## src/rtl/cpu_shift_pkg.sv

```systemverilog
// Shared definitions for the multi-cycle shift sequencer.
// Contents: shift op encodings, FSM state type, default datapath sizes and a
//   helper that sizes the stage-index counter.
package cpu_shift_pkg;

  localparam int DEF_WIDTH      = 32;
  localparam int DEF_SHAMT_BITS = 5;

  localparam logic OP_SLL = 1'b0;  // shift left, zero fill
  localparam logic OP_SRA = 1'b1;  // arithmetic shift right, sign fill

  typedef enum logic [1:0] {
    ST_IDLE  = 2'd0,
    ST_SHIFT = 2'd1,
    ST_DONE  = 2'd2
  } state_t;

  // Bits needed to hold a stage index 0..n-1 (at least one bit).
  function automatic int stage_idx_bits(input int n);
    return (n > 1) ? $clog2(n) : 1;
  endfunction

endpackage

```

## src/rtl/shift_stage_var.sv

```systemverilog
// One selectable logarithmic shift stage: shifts by 2**(SHAMT_BITS-1-k) when enabled.
// Latency: combinational. Backpressure: none, pure function of its inputs.
// Ports: value/result are the data in and out; k picks the stage; enable gates the
//   shift; dir selects SLL (zero fill) or SRA (fill from value MSB).
module shift_stage_var
  import cpu_shift_pkg::*;
#(
  parameter int WIDTH      = DEF_WIDTH,
  parameter int SHAMT_BITS = DEF_SHAMT_BITS,
  parameter int K_BITS     = stage_idx_bits(SHAMT_BITS)
) (
  input  logic [WIDTH-1:0]  value,
  input  logic [K_BITS-1:0] k,
  input  logic              enable,
  input  logic              dir,
  output logic [WIDTH-1:0]  result
);

  // One-hot shift amount: stage k moves by 2**(SHAMT_BITS-1-k), so bit
  // (SHAMT_BITS-1-k) of the amount is the only one set.
  logic [SHAMT_BITS-1:0] amt;

  always_comb begin
    amt = '0;
    for (int i = 0; i < SHAMT_BITS; i++) begin
      if (int'(k) == SHAMT_BITS - 1 - i) begin
        amt[i] = 1'b1;
      end
    end
  end

  always_comb begin
    result = value;
    if (enable) begin
      case (dir)
        OP_SLL:  result = value << amt;
        OP_SRA:  result = $unsigned($signed(value) >>> amt);
        default: result = value;
      endcase
    end
  end

endmodule

```

## src/rtl/shift_sequencer.sv

```systemverilog
// Multi-cycle SLL/SRA unit: applies stages 16,8,4,2,1 one per clock to a working register.
// Latency: fixed SHAMT_BITS cycles from accepted start to the one-cycle data_resultRDY pulse.
// Backpressure: starts accepted only in IDLE or DONE; a start during SHIFT is dropped, not queued.
// Ports: clock/reset (async, active-high); ctrl_start/ctrl_op/ctrl_shiftamt/data_operandA
//   form the request; data_result is the working register, valid when data_resultRDY
//   pulses and held until the next accepted start; busy is high during SHIFT.
module shift_sequencer
  import cpu_shift_pkg::*;
#(
  parameter int WIDTH      = DEF_WIDTH,
  parameter int SHAMT_BITS = DEF_SHAMT_BITS
) (
  input  logic                  clock,
  input  logic                  reset,
  input  logic                  ctrl_start,
  input  logic                  ctrl_op,
  input  logic [WIDTH-1:0]      data_operandA,
  input  logic [SHAMT_BITS-1:0] ctrl_shiftamt,
  output logic [WIDTH-1:0]      data_result,
  output logic                  data_resultRDY,
  output logic                  busy
);

  localparam int K_BITS = stage_idx_bits(SHAMT_BITS);

  generate
    if (WIDTH != (2 ** SHAMT_BITS)) begin : g_bad_width
      $error("shift_sequencer: WIDTH must equal 2**SHAMT_BITS");
    end
  endgenerate

  state_t                state;
  logic [K_BITS-1:0]     k_q;
  logic [SHAMT_BITS-1:0] shamt_q;
  logic                  op_q;
  logic [WIDTH-1:0]      work;
  logic                  rdy_q;
  logic                  busy_q;

  logic                  stage_en;
  logic [WIDTH-1:0]      stage_out;

  // Stage k consumes the shift-amount bits MSB first.
  always_comb begin
    stage_en = 1'b0;
    for (int i = 0; i < SHAMT_BITS; i++) begin
      if (int'(k_q) == i) begin
        stage_en = shamt_q[SHAMT_BITS-1-i];
      end
    end
  end

  shift_stage_var #(
    .WIDTH      (WIDTH),
    .SHAMT_BITS (SHAMT_BITS),
    .K_BITS     (K_BITS)
  ) u_stage (
    .value  (work),
    .k      (k_q),
    .enable (stage_en),
    .dir    (op_q),
    .result (stage_out)
  );

  always_ff @(posedge clock or posedge reset) begin
    if (reset) begin
      state   <= ST_IDLE;
      k_q     <= '0;
      shamt_q <= '0;
      op_q    <= OP_SLL;
      work    <= '0;
      rdy_q   <= 1'b0;
      busy_q  <= 1'b0;
    end else begin
      rdy_q <= 1'b0;
      case (state)
        ST_IDLE, ST_DONE: begin
          if (ctrl_start) begin
            work    <= data_operandA;
            shamt_q <= ctrl_shiftamt;
            op_q    <= ctrl_op;
            k_q     <= '0;
            busy_q  <= 1'b1;
            state   <= ST_SHIFT;
          end else begin
            // DONE lasts one cycle; the result stays in work.
            state <= ST_IDLE;
          end
        end
        ST_SHIFT: begin
          // Every stage is visited even when its bit is clear, so latency is fixed.
          work <= stage_out;
          if (k_q == K_BITS'(SHAMT_BITS - 1)) begin
            k_q    <= '0;
            busy_q <= 1'b0;
            rdy_q  <= 1'b1;
            state  <= ST_DONE;
          end else begin
            k_q <= k_q + 1'b1;
          end
        end
        default: begin
          state  <= ST_IDLE;
          busy_q <= 1'b0;
        end
      endcase
    end
  end

  assign data_result    = work;
  assign data_resultRDY = rdy_q;
  assign busy           = busy_q;

endmodule

```

## config.mk

```make
export PLATFORM = sky130hd
export DESIGN_NAME = shift_sequencer
export DESIGN_NICKNAME = d
export VERILOG_FILES = /design/src/rtl/cpu_shift_pkg.sv /design/src/rtl/shift_stage_var.sv /design/src/rtl/shift_sequencer.sv
export SDC_FILE = /design/constraint.sdc
export NUM_CORES = 1
export LEC_CHECK = 0
export ABC_CLOCK_PERIOD_IN_PS = 4200
export CAP_MARGIN = 20
export CORE_ASPECT_RATIO = 1.1
export CORE_UTILIZATION = 30
export DETAILED_ROUTE_END_ITERATION = 16
export GPL_TIMING_DRIVEN = 0
export HOLD_SLACK_MARGIN = 0.05
export PLACE_DENSITY = 0.54
export SYNTH_ARGS = -nofsm -noshare
export SYNTH_HDL_FRONTEND = slang
export SYNTH_SLANG_ARGS = --single-unit
```

## constraint.sdc

```tcl
create_clock -name clock -period 4.2 [get_ports clock]
set_input_delay 0.84 -clock clock [delete_from_list [all_inputs] [get_ports clock]]
set_output_delay 0.84 -clock clock [all_outputs]
set_load 0.05 [all_outputs]
```

==> key figures <==
Floorplan
  – Die Ht: 152 um
  – Initial Util: 30.7%
  – # IOs: 75
  – FP Rows: 54
  – Overall die width: 138 um
  – Placeable Area: 0.0199 mm^2
  – Die area: 0.0209 mm^2

Clocking
  – CTS max path bufs: 2
  – Num Clock Sinks: 45
  – Post-CTS sizing: 1
  – Post-CTS setup buffer count: 0
  – H-tree levels: 2
  – Clock-pin slew on the worst setup and hold paths: 0.07 ns
  – TritonCTS clock tree: built
  – Skew-Pair Late Insertion Delay: 0.31 ns
  – CTS Root Cell: clkbuf_16
  – Post-CTS Hold Fix Bufs: 0
  – CTS Buf Count: 5

Timing
  – Clock skew: 0.00843 ns
  – Final setup fails: 0
  – RSZ-0062 raised after global routing: no
  – Fmax: 243 MHz
  – Final period util: 98.2%
  – Crit path time final: 4.12 ns
  – Final Hold Vio Count: 0
  – Tightest Pin Transition: 1.07 ns
  – Final worst slack: 0.0763 ns
  – Worst relative slew slack: 28.6%
  – WHS: 0.490 ns
  – Max-slew violations: 0

Logic synthesis
  – Mux contribution to synthesized area: 20.0%
  – Post-synthesis compound-gate area fraction: 32.6%
  – Post-Syn Instances: 764
  – Sequential fraction of the synthesis area: 18.5%
  – Post-synth cell types: 75
  – Avg Cell Area, Syn: 7.99 um^2
  – Post-Syn Area: 0.00610 mm^2
  – FF+latch count, synth: 45
  – Synth Area in Simple Gates: 19.3%
  – Main combinational cell family by area after synthesis: compound AO/OA/AOI/OAI gates
  – Number of flops mapped to enable cells by yosys: 0
  – Syn. warnings: 0
  – Xor/xnor share of the synthesized area: 0%
  – Adder-Cell Fraction of Synth Area: 1.03%
  – Ys flop type: dfrtp_1
  – Post-synth ARST share: 100%
  – Post-synthesis net count: 810

Cells and area
  – Final nets: 894
  – Area Overhead vs Synth: 20.8%
  – Core Util, Final: 37.1%
  – Number of diodes: 0
  – Commonest cells after routing, fill and taps aside: clkdlybuf4s50_1 (74), nand2_1 (73), nor2_1 (65)
  – Commonest non-fill, non-tap cell in the layout: clkdlybuf4s50_1
  – Share of cells above drive strength 1: 14.0%

Drt
  – DRT antenna net count: 0
  – WL per Instance: 37.5 um
  – First drt pass iteration count: 6
  – Vias: 7,956
  – Final wirelength: 41.3 mm
  – Vias per cell: 7.23
  – Initial DRC Count: 1,064
  – Drt drc: 0

Critical path
  – Critical Path Stages: 14
  – Worst path most repeated cell: buf_2
  – Max stage delay on crit path: 0.49 ns
  – Type of origin of the critical path: register
  – Critical Path End Type: register
  – R2R cell count: 14
  – WP buf/inv: 8
  – Critical path capture point: data_result[11]$_DFFE_PP0P_
  – CP delay by family, top: buffers and inverters
  – Critical path class: register to register
  – CP cell instances: buf_6, buf_2, inv_1, buf_2, ha_1, buf_2, buf_4, buf_2, buf_2, nor2_1, o31ai_2, o22ai_1, a21boi_1, a211oi_1
  – Reg-to-reg startpoint: k_q[2]$_DFFE_PP0P_
  – Crit path required time: 4.37 ns
  – Slowest cell on the critical path: o31ai_2
  – R2r endpoint: data_result[11]$_DFFE_PP0P_
  – CP Max Fanout: 10
  – Reg-to-reg slack, setup: 0.08 ns
  – Crit path arrival time: 4.30 ns
  – CP startpoint: k_q[2]$_DFFE_PP0P_

Placed design
  – Post-DP HPWL: 31.3 mm
  – DP Worst Slack: -0.118 ns
  – GPL Wtd Cong: 1.07
  – IO buf count: 74

GRT
  – Largest net degree at the start of global routing: 29
  – GRT Util Overall: 40.1%
  – Initial antenna violation count: 1
  – Vias in the first global route: 7,656
  – Remaining global-route overflow: 0
  – First-pass GRT wire length: 57.4 mm

Job
  – Max-cap violations: 0

Min path
  – Hold Crit Class: register to register

Status
  – Status: finished clean
-- routing by layer --
metal / GRT usage, % / part of all wire (%) / vias up
li1: - / - / 3141
met1: 50.9 / 39 / 3966
met2: 60.3 / 43 / 677
met3: 9.78 / 11 / 172
met4: 25.7 / 6.9 / 0
met5: 0 / 0 / -
-- state kept, by name, indices dropped and copies added (netlist names) --
signal,flops
busy,1
op_q,1
shamt_q,5
data_resultRDY,1
data_result,32
k_q,3
state,2
-- area by class of cell --
cell class / instances / area, um^2
Clock inverter: 1 / 30.0
Sequential cell: 45 / 1130
Buffer: 91 / 483
Fill cell: 2186 / 12500
Tap cell: 252 / 315
Multi-Input combinational cell: 616 / 4460
Inverter: 12 / 45.0
Timing Repair Buffer: 77 / 769
Clock buffer: 7 / 143
-- how the worst min path moves through the flow --
stage / cells after the start / end / startpoint
4_1_cts: 2 / shamt_q[3]$_DFFE_PP0P_ / shamt_q[3]$_DFFE_PP0P_
2_1_floorplan: 2 / shamt_q[3]$_DFFE_PP0P_ / shamt_q[3]$_DFFE_PP0P_
6_report: 2 / shamt_q[3]$_DFFE_PP0P_ / shamt_q[3]$_DFFE_PP0P_
3_5_place_dp: 2 / shamt_q[3]$_DFFE_PP0P_ / shamt_q[3]$_DFFE_PP0P_
3_3_place_gp: 2 / shamt_q[4]$_DFFE_PP0P_ / shamt_q[4]$_DFFE_PP0P_
5_1_grt: 2 / shamt_q[3]$_DFFE_PP0P_ / shamt_q[3]$_DFFE_PP0P_
-- synth_stat cells, types with 5 or more instances --
library cell	number	share of area [%]
dfrtp_1	45	18
mux4_2	17	6.3
o221ai_1	5	0.72
mux2i_1	61	10
ha_1	5	1.0
a221o_1	13	2.1
a32oi_1	5	0.72
a21boi_0	5	0.62
buf_2	32	2.6
a31oi_1	22	2.3
o22ai_1	14	1.4
a211oi_1	17	2.1
inv_1	10	0.62
o21ai_0	32	2.6
nand4_1	6	0.62
clkbuf_1	38	2.3
o31ai_1	5	0.62
nand3b_1	5	0.62
buf_4	9	1.1
nand2_1	73	4.5
nor3_1	19	1.6
nand2b_1	16	1.6
and3_1	18	1.8
nor4_1	8	0.82
buf_6	9	1.7
a221oi_1	26	3.7
mux2_2	19	3.5
nor2b_1	12	1.2
o211ai_1	16	2.0
nor2_1	65	4.0
a21oi_1	44	3.6
-- stage by stage --
step           std cells  cell area [um^2]  setup TNS [ns]
2_1_floorplan        764              6100               0
3_3_place_gp        1090              7160          -0.141
3_5_place_dp        1093              7190          -0.118
4_1_cts             1101              7360               0
5_1_grt             1101              7370               0
6_report            1101              7370               0
-- worst min-delay path, cell delays in order, from the launching register on --
cell	delay, ns
dfrtp_1	0.35
nand2_1	0.05
nand2_1	0.06
-- cells by family (layout without fill, tap and decap cells) --
kind of cell	Yosys count	after routing
fa+ha+maj	5	5
buf+inv	103	188
flops	45	45
mux	98	98
compound gates	270	270
simple gates	243	243
Power is left out: the tool's default activity adds up to more than one toggle a clock period on the data nets, which glitch-free logic cannot reach.
